File: config.mk
export PLATFORM = sky130hd
export DESIGN_NAME = load_store_unit
export DESIGN_NICKNAME = d
export VERILOG_FILES = /design/src/rtl/lsu_pkg.sv /design/src/rtl/lsu_align.sv /design/src/rtl/load_store_unit.sv
export SDC_FILE = /design/constraint.sdc
export NUM_CORES = 1
export LEC_CHECK = 0
export ABC_AREA = 0
export CORE_ASPECT_RATIO = 1.75
export CORE_UTILIZATION = 25
export CTS_CLUSTER_DIAMETER = 30
export DETAILED_ROUTE_END_ITERATION = 8
export PLACE_DENSITY_LB_ADDON = 0.3
export RECOVER_POWER = 50
export SYNTH_ARGS = -nofsm -noshare
export SYNTH_HDL_FRONTEND = slang
export SYNTH_SLANG_ARGS = --single-unit
File: constraint.sdc
create_clock -name clk -period 4.6 [get_ports clk]
set_input_delay 0.69 -clock clk [delete_from_list [all_inputs] [get_ports clk]]
set_output_delay 0.69 -clock clk [all_outputs]
set_load 0.03 [all_outputs]
File: src/rtl/lsu_pkg.sv
// Shared state encoding, funct3 constants and access-size helpers for the load/store unit.
package lsu_pkg;

    typedef enum logic [1:0] {
        StIdle = 2'd0,
        StReq  = 2'd1,
        StWait = 2'd2,
        StDone = 2'd3
    } lsu_state_e;

    typedef enum logic [1:0] {
        SzByte = 2'd0,
        SzHalf = 2'd1,
        SzWord = 2'd2
    } lsu_size_e;

    localparam logic [2:0] F3_B  = 3'b000;
    localparam logic [2:0] F3_H  = 3'b001;
    localparam logic [2:0] F3_W  = 3'b010;
    localparam logic [2:0] F3_BU = 3'b100;
    localparam logic [2:0] F3_HU = 3'b101;

    // Encodings 011/110/111 fall through to a word access.
    function automatic lsu_size_e lsu_size(input logic [2:0] f3);
        lsu_size_e sz;
        case (f3)
            F3_B, F3_BU: sz = SzByte;
            F3_H, F3_HU: sz = SzHalf;
            F3_W:        sz = SzWord;
            default:     sz = SzWord;
        endcase
        return sz;
    endfunction

    function automatic logic lsu_misaligned(input logic [2:0] f3, input logic [1:0] off);
        lsu_size_e sz;
        sz = lsu_size(f3);
        return ((sz == SzHalf) && off[0]) || ((sz == SzWord) && (off != 2'b00));
    endfunction

endpackage

File: src/rtl/lsu_align.sv
// Combinational byte-lane steering: store replication/strobes and load extraction/extension.
module lsu_align
    import lsu_pkg::*;
(
    input  logic [2:0]  funct3,
    input  logic [1:0]  offset,
    input  logic [31:0] store_data,
    input  logic [31:0] rdata,
    output logic [31:0] wdata,
    output logic [3:0]  wstrb,
    output logic [31:0] load_data
);

    lsu_size_e   size;
    logic [7:0]  byte_v;
    logic [15:0] half_v;

    assign size   = lsu_size(funct3);
    assign byte_v = rdata[{offset, 3'b000} +: 8];
    // Halfwords only ever use the upper/lower lane; offset[0] is ignored.
    assign half_v = offset[1] ? rdata[31:16] : rdata[15:0];

    always_comb begin
        wdata     = store_data;
        wstrb     = 4'b1111;
        load_data = rdata;
        unique case (size)
            SzByte: begin
                wdata     = {4{store_data[7:0]}};
                wstrb     = 4'b0001 << offset;
                load_data = funct3[2] ? {24'b0, byte_v} : {{24{byte_v[7]}}, byte_v};
            end
            SzHalf: begin
                wdata     = {2{store_data[15:0]}};
                wstrb     = 4'b0011 << {offset[1], 1'b0};
                load_data = funct3[2] ? {16'b0, half_v} : {{16{half_v[15]}}, half_v};
            end
            default: begin
                wdata     = store_data;
                wstrb     = 4'b1111;
                load_data = rdata;
            end
        endcase
    end

endmodule

File: src/rtl/load_store_unit.sv
// RV32I load/store unit: latches one access, runs the gnt/rvalid handshake with a timeout.
// Define LSU_MISALIGN_TRAP_EN to abort misaligned half/word accesses without touching memory.
module load_store_unit
    import lsu_pkg::*;
#(
    parameter int unsigned TIMEOUT = 16,
    parameter int unsigned CNT_W   = 5
) (
    input  logic        clk,
    input  logic        rst,
    input  logic        req_valid,
    output logic        req_ready,
    input  logic        is_store,
    input  logic [2:0]  funct3,
    input  logic [31:0] addr,
    input  logic [31:0] store_data,
    input  logic [4:0]  rd,
    output logic        stall,
    output logic        wb_valid,
    output logic [4:0]  wb_rd,
    output logic [31:0] wb_data,
    output logic        err,
    output logic        mem_req,
    output logic        mem_we,
    output logic [31:0] mem_addr,
    output logic [31:0] mem_wdata,
    output logic [3:0]  mem_wstrb,
    input  logic        mem_gnt,
    input  logic        mem_rvalid,
    input  logic [31:0] mem_rdata
);

    lsu_state_e       state_q;
    logic             store_q;
    logic             abort_q;
    logic [2:0]       f3_q;
    logic [31:0]      addr_q;
    logic [31:0]      sdata_q;
    logic [31:0]      rdata_q;
    logic [4:0]       rd_q;
    logic [CNT_W-1:0] cnt_q;

    logic        timeout;
    logic        trap;
    logic [31:0] al_wdata;
    logic [3:0]  al_strb;
    logic [31:0] al_load;

    assign timeout = (cnt_q == CNT_W'(TIMEOUT - 1));

`ifdef LSU_MISALIGN_TRAP_EN
    assign trap = lsu_misaligned(funct3, addr[1:0]);
`else
    assign trap = 1'b0;
`endif

    always_ff @(posedge clk) begin
        if (!rst) begin
            state_q <= StIdle;
            store_q <= 1'b0;
            abort_q <= 1'b0;
            f3_q    <= '0;
            addr_q  <= '0;
            sdata_q <= '0;
            rdata_q <= '0;
            rd_q    <= '0;
            cnt_q   <= '0;
        end else begin
            unique case (state_q)
                StIdle: begin
                    if (req_valid) begin
                        store_q <= is_store;
                        f3_q    <= funct3;
                        addr_q  <= addr;
                        sdata_q <= store_data;
                        rd_q    <= rd;
                        cnt_q   <= '0;
                        abort_q <= trap;
                        state_q <= trap ? StDone : StReq;
                    end
                end
                StReq: begin
                    // Completion wins over a timeout landing on the same cycle.
                    if (mem_gnt && (store_q || mem_rvalid)) begin
                        rdata_q <= mem_rdata;
                        state_q <= StDone;
                    end else if (timeout) begin
                        abort_q <= 1'b1;
                        state_q <= StDone;
                    end else begin
                        cnt_q <= cnt_q + CNT_W'(1);
                        if (mem_gnt) begin
                            state_q <= StWait;
                        end
                    end
                end
                StWait: begin
                    if (mem_rvalid) begin
                        rdata_q <= mem_rdata;
                        state_q <= StDone;
                    end else if (timeout) begin
                        abort_q <= 1'b1;
                        state_q <= StDone;
                    end else begin
                        cnt_q <= cnt_q + CNT_W'(1);
                    end
                end
                StDone: begin
                    state_q <= StIdle;
                end
                default: begin
                    state_q <= StIdle;
                end
            endcase
        end
    end

    lsu_align u_align (
        .funct3     (f3_q),
        .offset     (addr_q[1:0]),
        .store_data (sdata_q),
        .rdata      (rdata_q),
        .wdata      (al_wdata),
        .wstrb      (al_strb),
        .load_data  (al_load)
    );

    assign req_ready = (state_q == StIdle);
    assign stall     = ((state_q == StIdle) && req_valid) || (state_q == StReq) ||
                       (state_q == StWait);

    assign mem_req   = (state_q == StReq);
    assign mem_we    = mem_req && store_q;
    assign mem_addr  = mem_req ? {addr_q[31:2], 2'b00} : 32'b0;
    assign mem_wdata = mem_req ? al_wdata : 32'b0;
    assign mem_wstrb = mem_req ? al_strb : 4'b0;

    assign wb_valid  = (state_q == StDone) && !store_q && !abort_q;
    assign wb_rd     = wb_valid ? rd_q : 5'b0;
    assign wb_data   = wb_valid ? al_load : 32'b0;
    assign err       = (state_q == StDone) && abort_q;

endmodule

==> impl_metrics.ini <==
[outcome]
outcome = finished with violations
violations = capacitance limit, slew limit

[pwr]
p_clk_share_pct = 29.5
p_sw_mw = 1.994
p_total_mw = 4.944
comb_power_share_pct = 40.5
p_seq_share_pct = 30.0
switching_share_pct = 40.34
p_leak_nw = 3.148
p_per_area_nw_per_um2 = 558.1
ir_drop_mv = 0.3967
intPower_mw = 2.950

[clocking]
postCtsHoldBufs = 0
cts_buffer_depth = 2
clk_pin_slew_ps = 60
cts.repair.resized = 0
clock_sinks = 113
cts_setup_buffers = 0
clock_latency_ps = 420
htreeDepth = 4
numCtsBuffers = 17
root_buffer = clkbuf_16
cts_tree = built

[worst_setup_path]
cp_data_required_time_ps = 3910
cp_slowest_stage_delay_ps = 690
r2r-start = state_q[1]$_SDFFE_PN0P_
crit_fanout = 16
path_buf_inv = 2
startpoint_type = flop
critPathTopFamily = simple AND/OR/NAND/NOR gates
worstReg2RegEnd = rdata_q[24]$_SDFFE_PN0P_
slowest_stage = clkdlybuf4s50_1
criticalPathCategory = reg2out
r2r_cells = 7
arrival_ps = 3090
crit_top_cell = nand2_1
crit_path_end_kind = output port
reg2reg_slack_ps = 1590
crit_chain = ha_1 -> nand2_1 -> inv_2 -> and2_1 -> nand2_1 -> nand2_1 -> clkdlybuf4s50_1

[layout]
final_cell_mix = clkdlybuf4s50_1 (215), nand2_1 (200), a21oi_1 (139)
stdcell_area_um2 = 8859
area_delta_synth_final_pct = 51.44
final_common_cell = clkdlybuf4s50_1
nFillCells = 2449
fin_nets = 1097
drive_above_1_share_pct = 5.645

[yosys]
synth-seq-area-share_pct = 38.67
synth_area_um2 = 5849
synth.area.mux_share_pct = 6.781
yosys_warnings = 0
synth.top_cell.area_share_pct = 38.67
synthArstFlopShare_pct = 0
synth_flop_cell = dfxtp_1
ys_seq_elements = 113
synth_compound_area_share_pct = 21.26
synth_top_family_by_area = simple AND/OR/NAND/NOR gates
ys_top_cells_by_area = dfxtp_1 (39%), nand2_1 (13%), a21oi_1 (12%)
synthXorXnorAreaFrac_pct = 0
yosys.area.top_type = dfxtp_1
synth.avg_cell_area_um2 = 7.303
synthSimpleGateAreaFrac_pct = 26.01
synth_edf_count = 0
yosysUniqueCellTypes = 45
syn_inst = 801
yosys.area_share.adder_pct = 1.711

[flow_run]
drv_cap = 2

[global_route]
grt_pass1_wl_um = 34210
overflow = 0
grt_pass1_vias = 6060
antenna_found_initial = 4
grt_util_all_layers_pct = 18.58
grt_max_degree = 74

[timing]
fmax_mhz = 264.6
max-slew-margin-rel_pct = -19.63
slew_viol_final = 69
rsz0062_at_grt = false
fin_crit_sh_pct = 82.14
min_period_ps = 3779
hold_viol_final = 0
tightest_slew_ps = 1794
tns_ps = 0
skew_ps = 4.442
setup_violations = 0

[floorplan]
rows = 73
core_um2 = 22830
fp.dieW_um = 117.6
start_util_pct = 25.62
die_area_um2 = 24040
io_pins = 221
die_y_um = 204.4

[detailed_routing]
vias = 6211
vias_per_cell = 4.796
initialDrtViolationCount = 365
wl_per_cell_um = 17.32
wirelength_um = 22430
ant_nets = 0
drc = 0
dr.pass1.iters = 4

[worst_hold_path]
min_from = addr_q[5]$_SDFFE_PN0P_
hold_end = addr_q[5]$_SDFFE_PN0P_
hold_path_class = reg2reg
worstHoldPathCells = 2

[placed_design]
place_area_um2 = 8212
gp_congestion = 0.8151
dp_hpwl_um = 16080
portBuffers = 218
==> logic make-up after synthesis <==
group | Yosys count
AND/OR/NAND/NOR | 344
AO/OA/AOI/OAI | 226
flip-flops | 113
buffers and inverters | 80
multiplexers | 29
adder cells (fa/ha/maj) | 8
other | 1
==> synth_stat cells (2+ instances only) <==
cell	number
a211oi_1	8
a21oi_1	139
a22o_1	7
a22oi_1	7
and2_1	48
buf_1	5
buf_2	5
buf_4	2
clkbuf_1	57
dfxtp_1	113
ha_1	8
inv_1	8
mux2_2	2
mux2i_1	19
mux4_2	7
nand2_1	201
nand2b_1	7
nand3_1	35
nand4_1	3
nor2_1	35
nor2b_1	5
nor3b_1	2
o211ai_1	2
o21ai_0	45
o22ai_1	9
or2_2	2
or3_1	2
==> layout make-up <==
class	instances	area [um^2]	area share [%]
Antenna cell	3	7.507	0.08475
Sequential cell	113	2263	25.55
Inverter	10	38.79	0.4379
Clock buffer	22	464.2	5.240
Clock inverter	10	181.4	2.048
Multi-Input combinational cell	609	3277	36.99
Timing Repair Buffer	228	2251	25.41
Tap cell	300	375.4	4.237
==> worst min-delay path, delay by kind of cell (launching register included) <==
family / cells / cell delay (ps)
AO/OA/AOI/OAI: 1 / 50
AND/OR/NAND/NOR: 1 / 50
flip-flops: 1 / 300
==> sequential cells by signal (all words and copies together) (netlist names) <==
register,flops
abort_q,1
addr_q,32
cnt_q,5
f3_q,3
rd_q,5
rdata_q,32
sdata_q,32
state_q,2
store_q,1
==> how the worst max path moves through the flow <==
stage                              to                     from  slack (ps)  depth (start not counted)
after floorplan            wb_data[5]  state_q[1]$_SDFFE_PN0P_        1720                          6
after global placement    wb_data[23]  state_q[1]$_SDFFE_PN0P_        1300                          7
after detailed placement  wb_data[26]  state_q[1]$_SDFFE_PN0P_        1280                          7
after CTS                 wb_data[26]  state_q[1]$_SDFFE_PN0P_         810                          7
after global routing      wb_data[24]  state_q[1]$_SDFFE_PN0P_         600                          7
final                     wb_data[29]  state_q[1]$_SDFFE_PN0P_         820                          7
==> per-stage QoR <==
step	cells	utilization [%]	hold WS (ps)	setup WS, ps
2_1_floorplan	802	-	431.7	1715
3_3_place_gp	1260	35.96	437.2	1304
3_5_place_dp	1260	35.96	442.3	1279
4_1_cts	1292	38.79	449.9	809.6
5_1_grt	1295	38.79	462.8	600.3
6_report	1295	38.79	447.6	821.4
==> power by group through the flow <==
| stage | sequential, mW | clock [mW] | combinational (mW) |
|---|---|---|---|
| floorplan | 1.38 | 0 | 1.43 |
| global placement | 1.49 | 0 | 2.00 |
| detailed placement | 1.50 | 0 | 2.02 |
| CTS | 1.48 | 1.49 | 2.03 |
| global route | 1.51 | 1.54 | 2.22 |
| finish | 1.48 | 1.46 | 2.00 |
==> layer usage <==
layer	share of wire [%]	vias up	global-route usage, %
li1	-	3077	-
met1	38	2922	19.53
met2	53	169	33.78
met3	5.0	41	4.660
met4	3.5	2	9.844
met5	0.076	-	0
Power figures use the tool's default switching activity.
